File: src/rtl/ext_pipe_unit.sv
// Sign/zero extender feeding a DEPTH-entry FIFO, with valid/ready handshakes on both sides.
// Optional pop counter output xfer_cnt is enabled by defining EXT_CNT_EN.
module ext_pipe_unit #(
  parameter int unsigned IN_W  = 12,
  parameter int unsigned OUT_W = 32,
  parameter int unsigned DEPTH = 2
) (
  input  logic                           clk,
  input  logic                           rst_n,
  input  logic                           in_valid,
  output logic                           in_ready,
  input  logic [IN_W-1:0]                in_data,
  input  logic [1:0]                     in_mode,
  output logic                           out_valid,
  input  logic                           out_ready,
  output logic [OUT_W-1:0]               out_data,
  output logic                           out_neg,
  output logic [$clog2(DEPTH+1)-1:0]     level
`ifdef EXT_CNT_EN
  ,
  output logic [15:0]                    xfer_cnt
`endif
);

  localparam int unsigned LVL_W = $clog2(DEPTH + 1);
  localparam int unsigned PTR_W = $clog2(DEPTH);
  localparam int unsigned PAD_W = OUT_W - IN_W;

  logic [OUT_W-1:0] mem_q [DEPTH];
  logic [OUT_W-1:0] mem_d [DEPTH];
  logic [PTR_W-1:0] wr_ptr_q, wr_ptr_d;
  logic [PTR_W-1:0] rd_ptr_q, rd_ptr_d;
  logic [LVL_W-1:0] level_q, level_d;
  logic [OUT_W-1:0] sext;
  logic [OUT_W-1:0] ext_val;
  logic             push;
  logic             pop;

  // Extension happens on the push side so the FIFO stores final results.
  always_comb begin
    sext    = {{PAD_W{in_data[IN_W-1]}}, in_data};
    ext_val = '0;
    case (in_mode)
      2'b00:   ext_val = {{PAD_W{1'b0}}, in_data};
      2'b01:   ext_val = sext;
      2'b10:   ext_val = {in_data, {PAD_W{1'b0}}};
      default: ext_val = {sext[OUT_W-2:0], 1'b0};
    endcase
  end

  // Full/empty come from the registered level only; out_ready never gates in_ready.
  assign in_ready  = rst_n & (level_q != LVL_W'(DEPTH));
  assign out_valid = (level_q != '0);
  assign out_data  = out_valid ? mem_q[rd_ptr_q] : '0;
  assign out_neg   = out_valid & mem_q[rd_ptr_q][OUT_W-1];
  assign level     = level_q;

  assign push = in_valid & in_ready;
  assign pop  = out_valid & out_ready;

  always_comb begin
    mem_d    = mem_q;
    wr_ptr_d = wr_ptr_q;
    rd_ptr_d = rd_ptr_q;
    level_d  = level_q;
    if (push) begin
      mem_d[wr_ptr_q] = ext_val;
      wr_ptr_d        = wr_ptr_q + PTR_W'(1);
    end
    if (pop) begin
      rd_ptr_d = rd_ptr_q + PTR_W'(1);
    end
    level_d = level_q + LVL_W'(push) - LVL_W'(pop);
  end

  always_ff @(posedge clk) begin
    if (!rst_n) begin
      for (int i = 0; i < int'(DEPTH); i++) mem_q[i] <= '0;
      wr_ptr_q <= '0;
      rd_ptr_q <= '0;
      level_q  <= '0;
    end else begin
      mem_q    <= mem_d;
      wr_ptr_q <= wr_ptr_d;
      rd_ptr_q <= rd_ptr_d;
      level_q  <= level_d;
    end
  end

`ifdef EXT_CNT_EN
  logic [15:0] xfer_cnt_q, xfer_cnt_d;

  // Saturating count of completed output handshakes.
  always_comb begin
    xfer_cnt_d = xfer_cnt_q;
    if (pop && (xfer_cnt_q != 16'hFFFF)) xfer_cnt_d = xfer_cnt_q + 16'd1;
  end

  always_ff @(posedge clk) begin
    if (!rst_n) xfer_cnt_q <= '0;
    else        xfer_cnt_q <= xfer_cnt_d;
  end

  assign xfer_cnt = xfer_cnt_q;
`endif

endmodule
File: config.mk
export PLATFORM = sky130hd
export DESIGN_NAME = ext_pipe_unit
export DESIGN_NICKNAME = d
export VERILOG_FILES = /design/src/rtl/ext_pipe_unit.sv
export SDC_FILE = /design/constraint.sdc
export NUM_CORES = 1
export LEC_CHECK = 0
export ABC_CLOCK_PERIOD_IN_PS = 1550
export BUFFER_PORTS_ARGS = -buffer_cell sky130_fd_sc_hd__buf_2
export CAP_MARGIN = 20
export CORE_MARGIN = 5
export CORE_UTILIZATION = 35
export CTS_BUF_LIST = sky130_fd_sc_hd__clkbuf_4
export DETAILED_ROUTE_END_ITERATION = 6
export PLACE_DENSITY_LB_ADDON = 0.12
export SLEW_MARGIN = 20
export SYNTH_ARGS = -nofsm -noshare
export SYNTH_HDL_FRONTEND = slang
export SYNTH_SLANG_ARGS = --single-unit
File: constraint.sdc
create_clock -name clk -period 1.55 [get_ports clk]
set_input_delay 0.2325 -clock clk [delete_from_list [all_inputs] [get_ports clk]]
set_output_delay 0.2325 -clock clk [all_outputs]
set_load 0.03 [all_outputs]
==> flow_summary.toml, run 1 <==
[clock_network]
cts_root_buf = "clkbuf_4"
h-tree-depth = 2
max-clock-path-buffers = 2
cts_buffers = 5
clk_latency_ps = 370
cts_tree = "done"
clock-sinks = 54
cts.clk_slew.worst_paths_ps = 160

[timing]
rsz0062_at_grt = "true"
finalCriticalPeriod_ps = 1690
setup_viol_count_final = 35
drv_slew = 0
fin_ws_ps = -144
tightestPinTransition_ps = 650
hold_ws_ps = 159
clock_skew_ps = 13.5
setup-tns-final_ps = -4140
fmax_mhz = 590
relSlewSlack_pct = 56.6
finalCritPeriodShare_pct = 109
hold_viol = 0

[route]
drcViolationCount = 0
wl_per_cell_um = 15.3
vias = 2002
drt_pre_antenna_iters = 4
viasPerCell = 4.88
ant_nets = 0
drt_iter0_markers = 48
wl_um = 6290

[yosys]
yosysSeqAreaShare_pct = 43.0
yosysWarnings = 0
syn-cell-area_um2 = 2510
netlist_instances = 253
avgSynthCellArea_um2 = 9.94
synth_area_leaders = "dfxtp_1 43%, o2bb2ai_1 15%, mux2i_1 12%"
synth.net_count = 273
synth_cell_types = 22
yosysTopAreaCell = "dfxtp_1"
ys_ff_latch = 54
synth_top_area_share_pct = 43.0

[min_path]
hold_class = "in2reg"

[setup_path]
crit_chain = "buf_6, nor2_4, buf_6, nor2_1, clkbuf_4"
cpPeakStageDelay_ps = 390
critical_path_class = "reg2out"
path_max_fanout = 7
worstSetupEndpointType = "primary output"
cpMaxStageDelayCell = "dfxtp_4"
start_kind = "flop"
crit_arrival_ps = 1460
worst_path_most_repeated_cell = "buf_6"
crit_required_ps = 1320

[floorplan]
io_pins = 55
die_area_um2 = 8980
start_util_pct = 36.4
core_area_um2 = 6910
die_w_um = 94.7
die_h_um = 94.7
row_count = 30

[global_routing]
grt_max_degree = 26
grt_pass1_vias = 2039
overflow = 0
grt_pass1_wl_um = 10300
antenna_found_initial = 0
grt_usage_pct = 14.7

[place]
gp_congestion = 0.743
hpwl_um = 4350
placed_cell_area_um2 = 2940
dpl_worst_slack_ps = -58.6
portBuffers = 54

[run_status]
outcome = "finished, violations left"
violations = "setup timing"

[power]
powerDensity_nw_per_um2 = 1430
ir_drop_mv = 0.746
switching_share_pct = 37.8
combPwrFrac_pct = 47.0
switching_power_mw = 1.78
power.internal_mw = 2.93
clock_power_share_pct = 17.3
seq_power_share_pct = 35.7
leakage_nw = 1.30

[finish]
multiInputGateArea_um2 = 1300
fin_util_pct = 47.6
final_area_um2 = 3290
drive_gt1_share_pct = 35.4
fin_nets = 333
diodes = 0
ff_latch_area_um2 = 1090
syn_to_final_growth_pct = 30.7
fillers = 713

[job]
drv_cap = 0
## logic make-up (layout without fill, tap and decap cells)
logic type	count (synthesis)	after routing	synth area share, %
compound gates	72	72	22.3
simple gates	59	59	12.2
flops	54	54	43.0
buf+inv	33	94	8.41
mux	31	31	12.3
fa+ha+maj	2	2	0.995
xor+xnor	2	2	0.697
## repair_timing
item                       4_1_cts  5_1_grt
hold buffers                     0        0
setup endpoints to repair       36       36
buffers inserted                 4        0
gates resized for setup         56        8
cloned                           2        1
pin swaps                        5        0
## worst paths after layout
kind	depth (start not counted)	end	slack (ps)	startpoint
max	5	out_data[29]	-140	level[0]$_SDFF_PN0_
min	3	mem_q[10]$_SDFFE_PN0P_	160	in_data[9]
min reg2reg	2	mem_q[63]$_SDFFE_PN0P_	470	mem_q[63]$_SDFFE_PN0P_
max reg2reg	9	level[1]$_SDFF_PN0_	-30	level[1]$_SDFF_PN0_
## worst max-delay path: cells and delay by family (launching register included)
kind | cells | cell delay [ps]
flops | 1 | 390
simple gates | 2 | 230
buf+inv | 3 | 460
## power groups by stage
stage	clock network, mW	registers [mW]	logic [mW]
6_report	0.813	1.68	2.21
3_5_place_dp	0	1.68	1.74
4_1_cts	0.852	1.67	2.23
5_1_grt	0.919	1.70	2.38
2_1_floorplan	0	1.71	1.20
3_3_place_gp	0	1.67	1.73
## cell usage in the layout, fill, tap and decap left out, drive strengths merged
cell type and count:
a31oi 2, ha 2, a21oi 23, inv 7, xor2 2, mux2i 31
bufinv 1, nand2 7, buf 79, nand4 2, nand3 2, and2 5
nand2b 2, clkbuf 7, nor2 28, nor2b 12, dfxtp 54, a21o 1
nor3 1, o2bb2ai 44, o21ai 2
## sequential cells by signal, summed over array words and instances (netlist names)
register and count:
level 2, mem_q 50, rd_ptr_q 1, wr_ptr_q 1
## area by class of cell
class	instances	area share, %
clock buffer	5	1.14
clock inverter	3	1.45
inverter	5	0.571
multi-input combinational	166	39.6
sequential	54	33.2
tap	96	3.66
timing repair buffer	81	20.3
## cell usage after synthesis
cell,instances
a21oi_1,23
and2_1,5
a21o_1,1
nor2_1,28
mux2i_1,31
dfxtp_1,54
nor3_1,1
o2bb2ai_1,44
ha_1,2
buf_2,10
nand2_1,7
xor2_1,2
nand2b_1,2
nand3_1,2
nor2b_1,12
a31oi_4,2
o21ai_0,2
buf_4,10
nand4_4,2
inv_1,5
clkbuf_1,3
buf_6,5
## stage by stage
stage | std cells | total power [mW]
2_1_floorplan | 253 | 2.91
3_3_place_gp | 396 | 3.41
3_5_place_dp | 396 | 3.42
4_1_cts | 410 | 4.76
5_1_grt | 410 | 5.00
6_report | 410 | 4.71
## metal layers
| layer | vias up | wire, um | track usage (%) |
|---|---|---|---|
| met2 | 36 | 2880 | 23.4 |
| li1 | 1023 | - | - |
| met5 | - | 0 | 0 |
| met3 | 5 | 217 | 2.95 |
| met1 | 938 | 3140 | 20.0 |
| met4 | 0 | 55 | 4.33 |
Power figures use the tool's default switching activity.
==> run 2: changes to the inputs <==
ABC_CLOCK_PERIOD_IN_PS = 1930   (was 1550)
REMOVE_ABC_BUFFERS = 1   (was default)
clock period = 1.93 ns   (was 1.55 ns; I/O delays follow)
==> run 2 against run 1 <==
Effect of this change:
- the run now ends clean
- clock skew about the same
- global-route usage decreased by 0.33 points
- largest power group is now registers
- via count down 2.6%
- critical path type unchanged
- sequential share of layout area up 4.2 points
- register-to-register slack gained 230 ps
- clock-buffer cell count stayed put
- worst hold slack better by 57 ps
- first-iteration DRC count up 50%
- die area unchanged
- combinational power fell by 44%
==> flow_summary.toml, run 2 (synthesis results as in run 1) <==
[global_routing]
antenna_found_initial = 0
grt_max_degree = 26
grt_pass1_vias = 1981
grt_pass1_wl_um = 10100
grt_usage_pct = 14.3
overflow = 0

[finish]
layout.cells.non_filler = 394
fin_nets = 317
drive_gt1_share_pct = 27.2
layout_commonest_cell = "buf_2"
fin_util_pct = 41.9
regMostFlops = "mem_q"
syn_to_final_growth_pct = 15.2
diodes = 0
final_area_um2 = 2900
largest_reg_flops = 50
layout_common_cells = "54 x buf_2, 52 x dfxtp_1, 44 x o2bb2ai_1"

[power]
p_total_mw = 3.21
switching_power_mw = 1.26
combPwrFrac_pct = 38.2
leakage_nw = 1.16
power.internal_mw = 1.96
ir_drop_mv = 0.435
switching_share_pct = 39.1
clock_power_share_pct = 20.1
powerDensity_nw_per_um2 = 1110
seq_power_share_pct = 41.7

[clock_network]
clock-sinks = 54
max-clock-path-buffers = 2
clk_latency_ps = 370
cts_root_buf = "clkbuf_4"
h-tree-depth = 2
cts_tree = "done"
cts.clk_slew.worst_paths_ps = 160
cts_buffers = 5

[job]
drv_cap = 0

[timing]
setup_viol_count_final = 0
relSlewSlack_pct = 67.2
rsz0062_at_grt = "false"
hold_viol = 0
tightestPinTransition_ps = 491
fin_ws_ps = 139
finalCriticalPeriod_ps = 1790
finalCritPeriodShare_pct = 92.8
setup-tns-final_ps = 0
hold_ws_ps = 216
clock_skew_ps = 13.8
fmax_mhz = 558
drv_slew = 0

[route]
ant_nets = 0
drcViolationCount = 0
vias = 1949
viasPerCell = 4.95
drt_pre_antenna_iters = 4
drt_iter0_markers = 72
wl_per_cell_um = 15.4
wl_um = 6090

[floorplan]
io_pins = 55
start_util_pct = 36.4
core_area_um2 = 6910
row_count = 30
die_w_um = 94.7
die_area_um2 = 8980
die_h_um = 94.7

[setup_path]
rr_worst_depth = 8
r2r-end = "level[1]$_SDFF_PN0_"
critical_path_class = "reg2out"
worstSetupEndpointType = "primary output"
crit_arrival_ps = 1500
cp-endpoint = "out_data[21]"
path_max_fanout = 18
cp-startpoint = "rd_ptr_q$_SDFFE_PN0P_"
worst-r2r-setup-slack_ps = 200
cpPeakStageDelay_ps = 440
cpMaxStageDelayCell = "dfxtp_2"
crit_required_ps = 1640
r2r-start = "level[1]$_SDFF_PN0_"
start_kind = "flop"
crit_chain = "buf_12, mux2i_1, nor2_1, buf_2"

[run_status]
outcome = "complete, no violations"

[place]
portBuffers = 54
dp.cells = 386
hpwl_um = 4000
dpl_worst_slack_ps = 177
placed_cell_area_um2 = 2810
gp_congestion = 0.689

[min_path]
hold_class = "in2reg"
[run 2: changes by cell type in the layout (fill, tap and decap cells not counted), moves of 4 or more]
cell,before,now
buf_4,32,10
nor2_4,5,0
buf_2,29,54
nor2_1,22,26
mux2i_1,27,31
buf_6,11,0
[run 2: critical path, delay by kind of cell, from the launching register on]
family / cells / cell delay [ps]
simple gates: 1 / 60
flops: 1 / 440
mux: 1 / 240
buf+inv: 2 / 390
[run 2: layout make-up]
| cell class | count | area [um2] |
|---|---|---|
| timing repair buffer | 65 | 365 |
| fill | 736 | 4010 |
| clock inverter | 3 | 45.0 |
| inverter | 5 | 18.8 |
| multi-input combinational | 166 | 1230 |
| sequential | 54 | 1080 |
| tap | 96 | 120 |
| clock buffer | 5 | 37.5 |
[run 2: power groups by stage]
stage	Combinational (mW)	Sequential (mW)	Clock, mW
final	1.23	1.34	0.645
after global routing	1.34	1.36	0.705
after detailed placement	1.25	1.36	0
after global placement	1.25	1.36	0
after CTS	1.26	1.34	0.671
after floorplan	0.714	1.44	0
[run 2: worst min-delay path by stage]
stage | cells after the start | startpoint | endpoint | slack (ps)
after floorplan | 1 | rst_n | level[0]$_SDFF_PN0_ | 410
after global placement | 1 | mem_q[60]$_SDFFE_PN0P_ | mem_q[60]$_SDFFE_PN0P_ | 440
after detailed placement | 1 | mem_q[38]$_SDFFE_PN0P_ | mem_q[38]$_SDFFE_PN0P_ | 450
after CTS | 3 | in_mode[0] | mem_q[51]$_SDFFE_PN0P_ | 200
after global routing | 3 | in_mode[0] | mem_q[51]$_SDFFE_PN0P_ | 200
final | 3 | in_mode[0] | mem_q[51]$_SDFFE_PN0P_ | 220
[run 2: what timing repair did]
action	4_1_cts	5_1_grt
endpoints found under the hold margin	0	0
endpoints found under the setup margin	9	8
hold buffers	0	0
setup buffers	0	0
gates resized for setup	2	1
[run 2: metal layers]
layer / vias up / track usage [%] / wire (um)
li1: 984 / - / -
met4: 0 / 3.25 / 46
met5: - / 0 / 0
met3: 4 / 3.35 / 268
met2: 34 / 23.8 / 2930
met1: 927 / 18.8 / 2840
==> run 3: changes to the inputs <==
--- a/config.mk
+++ b/config.mk
@@ -9,5 +9,5 @@
 export BUFFER_PORTS_ARGS = -buffer_cell sky130_fd_sc_hd__buf_2
 export CAP_MARGIN = 20
-export CORE_MARGIN = 5
+export CORE_MARGIN = 3
 export CORE_UTILIZATION = 35
 export CTS_BUF_LIST = sky130_fd_sc_hd__clkbuf_4
==> constraint.sdc (replaced) <==
create_clock -name clk -period 1.93 [get_ports clk]
set_input_delay 0.0965 -clock clk [delete_from_list [all_inputs] [get_ports clk]]
set_output_delay 0.0965 -clock clk [all_outputs]
set_load 0.03 [all_outputs]
==> run 3 against run 2 <==
Effect of this change:
- combinational power is essentially flat
- total power is 4.6% lower
- worst setup slack improved by 38 ps
- die area down 8.3%
- utilization decreased by 0.50 points
- final cell count shrank 0.25%
- clock power decreased by 20%
- worst hold slack got worse by 200 ps
- clock-buffer cell count unchanged
- non-clock buffer count decreased by 1
- maximum frequency grew 2.2%
- critical endpoint is now level[1]$_SDFF_PN0_
- sequential power about the same
==> flow_summary.toml, run 3 (synthesis results as in run 1) <==
[place]
dp.cells = 385
portBuffers = 54
hpwl_um = 3930
gp_congestion = 0.720
placed_cell_area_um2 = 2790

[timing]
drv_slew = 0
relSlewSlack_pct = 67.2
hold_viol = 0
setup_viol_count_final = 0
tightestPinTransition_ps = 492
clock_skew_ps = 5.90
hold_ws_ps = 12.8
fmax_mhz = 571
finalCritPeriodShare_pct = 90.8
rsz0062_at_grt = "false"
finalCriticalPeriod_ps = 1750

[finish]
fillers = 719
syn_to_final_growth_pct = 13.2
fin_util_pct = 41.4
layout.cells.non_filler = 393
diodes = 0
largest_reg_flops = 50
fin_nets = 316
final_area_um2 = 2850
regMostFlops = "mem_q"
layout_common_cells = "54 x buf_2, 54 x dfxtp_1, 44 x o2bb2ai_1"
drive_gt1_share_pct = 25.6

[route]
drcViolationCount = 0
ant_nets = 0
viasPerCell = 4.92
drt_pre_antenna_iters = 4
drt_iter0_markers = 63
vias = 1935
wl_per_cell_um = 15.2
wl_um = 5960

[clock_network]
hold_buffers = 0
cts_setup_buffers = 0
cts_root_buf = "clkbuf_4"
clock-sinks = 54
cts.clk_slew.worst_paths_ps = 160
max-clock-path-buffers = 2
cts.repair.resized = 0
cts_tree = "done"
cts_buffers = 5
clk_latency_ps = 380
h-tree-depth = 2

[setup_path]
cp-endpoint = "level[1]$_SDFF_PN0_"
worst-r2r-setup-slack_ps = 180
start_kind = "flop"
r2r-start = "level[1]$_SDFF_PN0_"
rr_worst_depth = 8
crit_arrival_ps = 2070
crit_required_ps = 2240
worstSetupEndpointType = "flop"
r2r-end = "level[1]$_SDFF_PN0_"
cp-startpoint = "level[1]$_SDFF_PN0_"
path_max_fanout = 6
critical_path_class = "reg2reg"

[floorplan]
die_area_um2 = 8230
core_area_um2 = 6870
die_h_um = 90.7
io_pins = 55
row_count = 30
die_w_um = 90.7
start_util_pct = 36.6

[run_status]
outcome = "complete, no violations"

[global_routing]
grt_max_degree = 26
antenna_found_initial = 0
grt_usage_pct = 14.6
overflow = 0
grt_pass1_vias = 1843
grt_pass1_wl_um = 9630

[power]
ir_drop_mv = 0.588
p_total_mw = 3.07
powerDensity_nw_per_um2 = 1080
leakage_nw = 1.15

[min_path]
hold_class = "in2reg"
min_path_cells = 3

[job]
drv_cap = 0
==> run 3: cell types whose count changed in the layout (fill, tap and decap cells not counted) <==
| cell | previous run | this run |
|---|---|---|
| nor2_1 | 26 | 27 |
| clkinv_1 | 0 | 1 |
| bufinv_16 | 1 | 0 |
| dfxtp_1 | 52 | 54 |
| nor2_2 | 2 | 1 |
| clkinvlp_4 | 2 | 1 |
| buf_12 | 1 | 0 |
| dfxtp_2 | 2 | 0 |
| inv_6 | 0 | 1 |
==> run 3: where the power goes <==
part	total, mW	internal [mW]	switching [mW]
Clock	0.516	0.143	0.372
Sequential	1.32	1.24	0.0843
Combinational	1.22	0.423	0.801
==> run 3: metrics by stage <==
| stage | setup TNS (ps) | worst slack, ps |
|---|---|---|
| 6_report | 0 | 178 |
| 5_1_grt | 0 | 9.06 |
| 4_1_cts | 0 | 151 |
| 3_5_place_dp | 0 | 207 |
| 3_3_place_gp | 0 | 315 |
| 2_1_floorplan | -19770 | -2400 |
==> run 3: worst min-delay path by stage <==
stage | endpoint | slack, ps | startpoint
after global placement | mem_q[7]$_SDFFE_PN0P_ | 410 | in_data[6]
after floorplan | level[0]$_SDFF_PN0_ | 220 | rst_n
final | mem_q[32]$_SDFFE_PN0P_ | 10 | in_data[0]
after global routing | mem_q[51]$_SDFFE_PN0P_ | 6 | in_mode[0]
after detailed placement | mem_q[2]$_SDFFE_PN0P_ | 420 | in_data[1]
after CTS | mem_q[32]$_SDFFE_PN0P_ | 6 | in_data[0]
==> run 3: area by class of cell <==
type	instances	area (um2)	area share [%]
clock buffer	5	37.5	1.32
clock inverter	3	20.0	0.703
inverter	5	18.8	0.659
multi-input combinational	166	1220	43.0
sequential	54	1080	38.0
tap	96	120	4.22
timing repair buffer	64	345	12.1
==> run 3: worst max-delay path, cell delays in order (launching register included) <==
cell	delay, ps
dfxtp_1	390
o21ai_0	310
inv_1	90
ha_1	280
inv_1	40
ha_1	170
xor2_1	150
and2_1	150
nor3_1	110
==> run 3: metal layers <==
metal / vias up / part of all wire [%] / GRT usage (%)
li1: 987 / - / -
met1: 897 / 51 / 20.4
met2: 43 / 45 / 22.1
met3: 8 / 3.4 / 3.58
met4: 0 / 1.2 / 4.59
met5: - / 0 / 0
